--- config.mk ---
export PLATFORM = sky130hd
export DESIGN_NAME = pll_reconfig_seq_flat
export DESIGN_NICKNAME = d
export VERILOG_FILES = /design/src/rtl/pll_reconfig_seq_if.sv /design/src/rtl/pll_reconfig_seq.sv /design/src/flat_wrapper.sv
export SDC_FILE = /design/constraint.sdc
export NUM_CORES = 1
export LEC_CHECK = 0
export CAP_MARGIN = 20
export CORE_ASPECT_RATIO = 1.5
export CORE_MARGIN = 1
export CORE_UTILIZATION = 51
export DETAILED_ROUTE_END_ITERATION = 8
export HOLD_SLACK_MARGIN = 0.12
export PLACE_DENSITY_LB_ADDON = 0.15
export SYNTH_ARGS = -nofsm -noshare
export SYNTH_HDL_FRONTEND = slang
export SYNTH_SLANG_ARGS = --single-unit
export TNS_END_PERCENT = 5
--- constraint.sdc ---
create_clock -name CLK_50M -period 4.34 [get_ports CLK_50M]
set_clock_uncertainty 0.2 [all_clocks]
set_input_delay 0.868 -clock CLK_50M [delete_from_list [all_inputs] [get_ports CLK_50M]]
set_output_delay 0.868 -clock CLK_50M [all_outputs]
set_load 0.05 [all_outputs]
--- src/rtl/pll_reconfig_seq_if.sv ---
// Avalon-MM style management bus between the reconfiguration sequencer and the PLL
// reconfig controller.
interface pll_reconfig_seq_if;
    logic        mgmt_write;
    logic [5:0]  mgmt_address;
    logic [31:0] mgmt_writedata;
    logic        mgmt_waitrequest;

    modport master (
        output mgmt_write,
        output mgmt_address,
        output mgmt_writedata,
        input  mgmt_waitrequest
    );

    modport slave (
        input  mgmt_write,
        input  mgmt_address,
        input  mgmt_writedata,
        output mgmt_waitrequest
    );
endinterface

--- src/rtl/pll_reconfig_seq.sv ---
// PLL reconfiguration sequencer: issues the eight-register write sequence, pulses the PLL
// reset, then waits for lock with a saturating timeout.
module pll_reconfig_seq #(
    parameter int unsigned GAP          = 8,
    parameter int unsigned RST_CYCLES   = 8,
    parameter int unsigned LOCK_TIMEOUT = 50000000
) (
    input  logic               CLK_50M,
    input  logic               RESET,
    input  logic               start,
    input  logic [31:0]        m_val,
    input  logic [31:0]        k_val,
    input  logic [31:0]        c0_val,
    input  logic               locked,
    pll_reconfig_seq_if.master mgmt,
    output logic               pll_reset,
    output logic               busy,
    output logic               done,
    output logic               error
);
    typedef enum logic [2:0] {StIdle, StWrite, StGap, StPllRst, StWaitLock} state_e;

    state_e      r_state, w_state_next;
    logic [2:0]  r_idx, w_idx_next;
    logic [31:0] r_cnt, w_cnt_next, w_cnt_sat;
    logic [32:0] w_cnt_plus;
    logic [31:0] r_m, r_k, r_c0;
    logic        r_error, w_error_next, w_latch;
    logic        r_lock_meta, r_lock_sync;
    logic [5:0]  w_addr;
    logic [31:0] w_data;

    // Synchroniser is held clear while the PLL is in reset so a stale lock cannot end WAITLOCK.
    always_ff @(posedge CLK_50M) begin
        if (RESET || r_state == StPllRst) begin
            r_lock_meta <= 1'b0;
            r_lock_sync <= 1'b0;
        end else begin
            r_lock_meta <= locked;
            r_lock_sync <= r_lock_meta;
        end
    end

    always_ff @(posedge CLK_50M) begin
        if (RESET) begin
            r_state <= StIdle;
            r_idx   <= '0;
            r_cnt   <= '0;
            r_error <= 1'b0;
            r_m     <= '0;
            r_k     <= '0;
            r_c0    <= '0;
        end else begin
            r_state <= w_state_next;
            r_idx   <= w_idx_next;
            r_cnt   <= w_cnt_next;
            r_error <= w_error_next;
            if (w_latch) begin
                r_m  <= m_val;
                r_k  <= k_val;
                r_c0 <= c0_val;
            end
        end
    end

    assign w_cnt_plus = {1'b0, r_cnt} + 33'd1;
    assign w_cnt_sat  = (r_cnt == '1) ? r_cnt : w_cnt_plus[31:0];

    always_comb begin
        w_state_next = r_state;
        w_idx_next   = r_idx;
        w_cnt_next   = w_cnt_sat;
        w_error_next = r_error;
        w_latch      = 1'b0;
        done         = 1'b0;
        case (r_state)
            StIdle: begin
                w_cnt_next = '0;
                if (start) begin
                    w_latch      = 1'b1;
                    w_error_next = 1'b0;
                    w_idx_next   = '0;
                    w_state_next = StWrite;
                end
            end
            StWrite: begin
                w_cnt_next = '0;
                if (!mgmt.mgmt_waitrequest) w_state_next = StGap;
            end
            StGap: begin
                if (w_cnt_plus >= 33'(GAP)) begin
                    w_cnt_next = '0;
                    if (r_idx == 3'd7) begin
                        w_state_next = StPllRst;
                    end else begin
                        w_idx_next   = r_idx + 3'd1;
                        w_state_next = StWrite;
                    end
                end
            end
            StPllRst: begin
                if (w_cnt_plus >= 33'(RST_CYCLES)) begin
                    w_cnt_next   = '0;
                    w_state_next = StWaitLock;
                end
            end
            StWaitLock: begin
                // Lock is checked first so it wins over a coincident timeout.
                if (r_lock_sync) begin
                    done         = 1'b1;
                    w_state_next = StIdle;
                end else if (w_cnt_plus >= 33'(LOCK_TIMEOUT)) begin
                    w_error_next = 1'b1;
                    w_state_next = StIdle;
                end
            end
            default: w_state_next = StIdle;
        endcase
    end

    always_comb begin
        w_addr = '0;
        w_data = '0;
        case (r_idx)
            3'd0: begin w_addr = 6'd0; w_data = 32'd0;       end
            3'd1: begin w_addr = 6'd4; w_data = r_m;         end
            3'd2: begin w_addr = 6'd7; w_data = r_k;         end
            3'd3: begin w_addr = 6'd3; w_data = 32'h0001_0000; end
            3'd4: begin w_addr = 6'd5; w_data = r_c0;        end
            3'd5: begin w_addr = 6'd9; w_data = 32'd1;       end
            3'd6: begin w_addr = 6'd8; w_data = 32'd7;       end
            3'd7: begin w_addr = 6'd2; w_data = 32'd0;       end
            default: begin w_addr = '0; w_data = '0; end
        endcase
    end

    assign mgmt.mgmt_write     = (r_state == StWrite);
    assign mgmt.mgmt_address   = (r_state == StWrite) ? w_addr : '0;
    assign mgmt.mgmt_writedata = (r_state == StWrite) ? w_data : '0;
    assign pll_reset           = (r_state == StPllRst);
    assign busy                = (r_state != StIdle);
    assign error               = r_error;
endmodule

--- src/flat_wrapper.sv ---
// flat-port wrapper written by rule: the top's interface ports become plain ports
module pll_reconfig_seq_flat 
#(
    parameter int unsigned GAP          = 8,
    parameter int unsigned RST_CYCLES   = 8,
    parameter int unsigned LOCK_TIMEOUT = 50000000
)
  (CLK_50M, RESET, start, m_val, k_val, c0_val, locked, pll_reset, busy, done, error, mgmt_mgmt_write, mgmt_mgmt_address, mgmt_mgmt_writedata, mgmt_mgmt_waitrequest);
  pll_reconfig_seq_if mgmt_i ();
  input  logic CLK_50M;
  input  logic RESET;
  input  logic start;
  input  logic [31:0] m_val;
  input  logic [31:0] k_val;
  input  logic [31:0] c0_val;
  input  logic locked;
  output logic pll_reset;
  output logic busy;
  output logic done;
  output logic error;
  output wire logic [$bits(mgmt_i.mgmt_write)-1:0] mgmt_mgmt_write;
  output wire logic [$bits(mgmt_i.mgmt_address)-1:0] mgmt_mgmt_address;
  output wire logic [$bits(mgmt_i.mgmt_writedata)-1:0] mgmt_mgmt_writedata;
  input wire logic [$bits(mgmt_i.mgmt_waitrequest)-1:0] mgmt_mgmt_waitrequest;
  assign mgmt_mgmt_write = mgmt_i.mgmt_write;
  assign mgmt_mgmt_address = mgmt_i.mgmt_address;
  assign mgmt_mgmt_writedata = mgmt_i.mgmt_writedata;
  assign mgmt_i.mgmt_waitrequest = mgmt_mgmt_waitrequest;
  pll_reconfig_seq #(.GAP(GAP), .RST_CYCLES(RST_CYCLES), .LOCK_TIMEOUT(LOCK_TIMEOUT)) u_core (.CLK_50M(CLK_50M), .RESET(RESET), .start(start), .m_val(m_val), .k_val(k_val), .c0_val(c0_val), .locked(locked), .mgmt(mgmt_i), .pll_reset(pll_reset), .busy(busy), .done(done), .error(error));
endmodule
==> reports/metrics.csv <==
metric,value,unit
power,3.219,mW
timing.hold.ws,0.2306,ns
grt_first_pass_wirelength,28.99,mm
wl,18.24,mm
clkSlewWorstSetupHoldPaths,0.06,ns
worstPathMaxFanout,12,
slew_headroom,31.95,%
fp.dieW,96.37,um
worstPathArrival,3.05,ns
fp.coreArea,13020,um^2
syn_area_per_cell,7.849,um^2
stdcell_count,1140,
pwr_density_cell,365.7,nW/um^2
cp-start-kind,register,
hold_path.class,reg -> reg,
crit_path_frequent_cell,o21ai_0,
chipHeight,143.6,um
layout_common_cells,"212 x nand2_1, 137 x dfxtp_1, 114 x a21oi_1, 106 x clkdlybuf4s50_1, 57 x nor2_1",
clock_path_buffers,2,
n_antenna_cell,0,
routabilityCongestion,0.8532,
synth_enable_flop_cells,0,
p_leak,3.154,nW
synthFlopType,dfxtp_1,
dieArea,13830,um^2
ir_drop,271.9,uV
hpwl,12.32,mm
first_pass_iters,5,
maxCapViolCount,0,
synth_seq_area_share,40.26,%
syn2layout_area_growth,29.22,%
ant_nets,0,
rsz0062_at_grt,false,
worst-setup-path-type,reg -> out,
ys_warn_count,0,
status,finished clean,
fin_crit_sh,94.85,%
worst_slack,0.2234,ns
antenna_found_initial,0,
synth_cells,868,
drt-initial-drc-count,364,
ios,144,
postCtsSetupBuffers,0,
tightest_slew,1.021,ns
hold_violations,0,
grt_use_total,27.05,%
cts-buffers-inserted,17,
cp.required,3.27,ns
port_buffers,141,
cts_tree,yes,
slew_viol_final,0,
drcViolationCount,0,
clock_sink_count,137,
fin_nets,1080,
ys_types,63,
grt_max_degree,101,
finalCriticalPeriod,4.117,ns
mostFrequentLayoutCell,nand2_1,
hold_depth,1,
layout-drive-gt1-share,11.93,%
grt_remaining_overflow,0,
async_flop_share,0,%
grt_pass1_vias,6103,
row_count,51,
synth.cell_area,6813,um^2
slowest_delay,0.84,ns
setup_viol,0,
htreeDepth,4,
path_cells,"inv_1, ha_1, or3_2, o21ai_0, o21ai_0, nor2_1, clkdlybuf4s50_1",
floorplan.initialDensity,52.34,%
dp_slack,0.5538,ns
fmax,242.9,MHz
clock_latency,0.42,ns
dr_total_vias,6494,
cpMaxStageDelayCell,clkdlybuf4s50_1,
rr_worst_depth,10,
fin_tns_setup,0,ns
cp-end-kind,output port,
wire_per_inst,16.00,um
ys_seq_elements,137,
ctsRootBufferMaster,clkbuf_16,
vias_per_cell,5.696,
dp_cells,1108,
==> worst max-delay path: cells and delay by family (launching register included) <==
family	cells	cell delay (ns)
compound gates	2	0.20
fa+ha+maj	1	0.24
buf+inv	2	1.00
flops	1	0.56
simple gates	2	0.64
==> report_power, final <==
part	internal [mW]	switching, mW	leakage, nW
combinational	0.148	0.194	1.74
sequential	1.33	0.0422	1.12
clock	0.919	0.587	0.292
==> metal layers <==
| metal | wire [um] | vias to the layer above | global-route usage (%) |
|---|---|---|---|
| met1 | 7107 | 3022 | 29.55 |
| met2 | 9637 | 187 | 48.97 |
| li1 | - | 3243 | - |
| met3 | 911 | 42 | 6.455 |
| met4 | 588 | 0 | 11.15 |
| met5 | 0 | - | 0 |
==> final cells by class <==
| type | count | area (um^2) |
|---|---|---|
| Inverter | 8 | 30.03 |
| Clock inverter | 14 | 187.7 |
| Clock buffer | 18 | 429.2 |
| Sequential cell | 137 | 2743 |
| Multi-Input combinational cell | 650 | 3739 |
| Fill cell | 1124 | 4214 |
| Tap cell | 159 | 198.9 |
| Timing Repair Buffer | 154 | 1476 |
==> worst paths after layout <==
kind,slack [ns],from,endpoint
hold reg to reg,0.23,u_core.r_lock_meta,u_core.r_lock_sync
hold / removal,0.23,u_core.r_lock_meta,u_core.r_lock_sync
setup reg to reg,0.70,u_core.r_cnt[0],u_core.r_cnt[18]
setup / recovery,0.22,u_core.r_idx[2],mgmt_mgmt_writedata[1]
==> logic make-up (layout without fill, tap and decap cells) <==
| group | after synthesis | in the layout | share of synthesized area [%] |
|---|---|---|---|
| AO/OA/AOI/OAI | 239 | 239 | 24.00 |
| XOR/XNOR | 29 | 29 | 3.728 |
| adder cells (fa/ha/maj) | 11 | 11 | 2.020 |
| buffers and inverters | 82 | 194 | 5.124 |
| flip-flops | 137 | 137 | 40.26 |
| multiplexers | 2 | 2 | 0.2939 |
| other | 1 | 2 | 0.05504 |
| AND/OR/NAND/NOR | 367 | 367 | 24.52 |
==> stage by stage <==
| step | area, um^2 | util [%] |
|---|---|---|
| 3_3_place_gp | 8184 | 62.87 |
| 3_5_place_dp | 8184 | 62.87 |
| 4_1_cts | 8801 | 67.61 |
| 6_report | 8803 | 67.63 |
| 2_1_floorplan | 6817 | - |
| 5_1_grt | 8803 | 67.63 |
==> flip-flops by register name, indices dropped and copies added (netlist names) <==
| register | count |
|---|---|
| u_core.r_cnt | 32 |
| u_core.r_idx | 3 |
| u_core.r_m | 32 |
| u_core.error | 1 |
| u_core.r_k | 32 |
| u_core.r_lock_meta | 1 |
| u_core.r_state | 3 |
| u_core.r_lock_sync | 1 |
| u_core.r_c0 | 32 |
==> synthesized netlist by cell type, drive strengths merged (4+ instances only) <==
cell    number  area [um^2]
or3          6        37.54
inv          7        26.28
nor2        57        214.0
xor2        10        87.58
a211oi      57        548.0
nor4        12        81.33
xnor2       19        166.4
a21oi      114        570.6
ha          11        137.6
nand2      213        799.5
o21ai       14        70.07
dfxtp      137         2743
and3         7        43.79
and2         6        37.54
a22oi       28        210.2
nor3        18        116.4
nand4       10        68.81
nor2b        5        31.28
clkbuf      60        225.2
nand3       16        85.08
buf         14        93.83
and4         4        35.03
==> timing repair <==
item	4_1_cts	5_1_grt
endpoints found under the setup margin	0	1
hold buffers	0	0
resized for setup	0	1
Power figures use the tool's default switching activity.
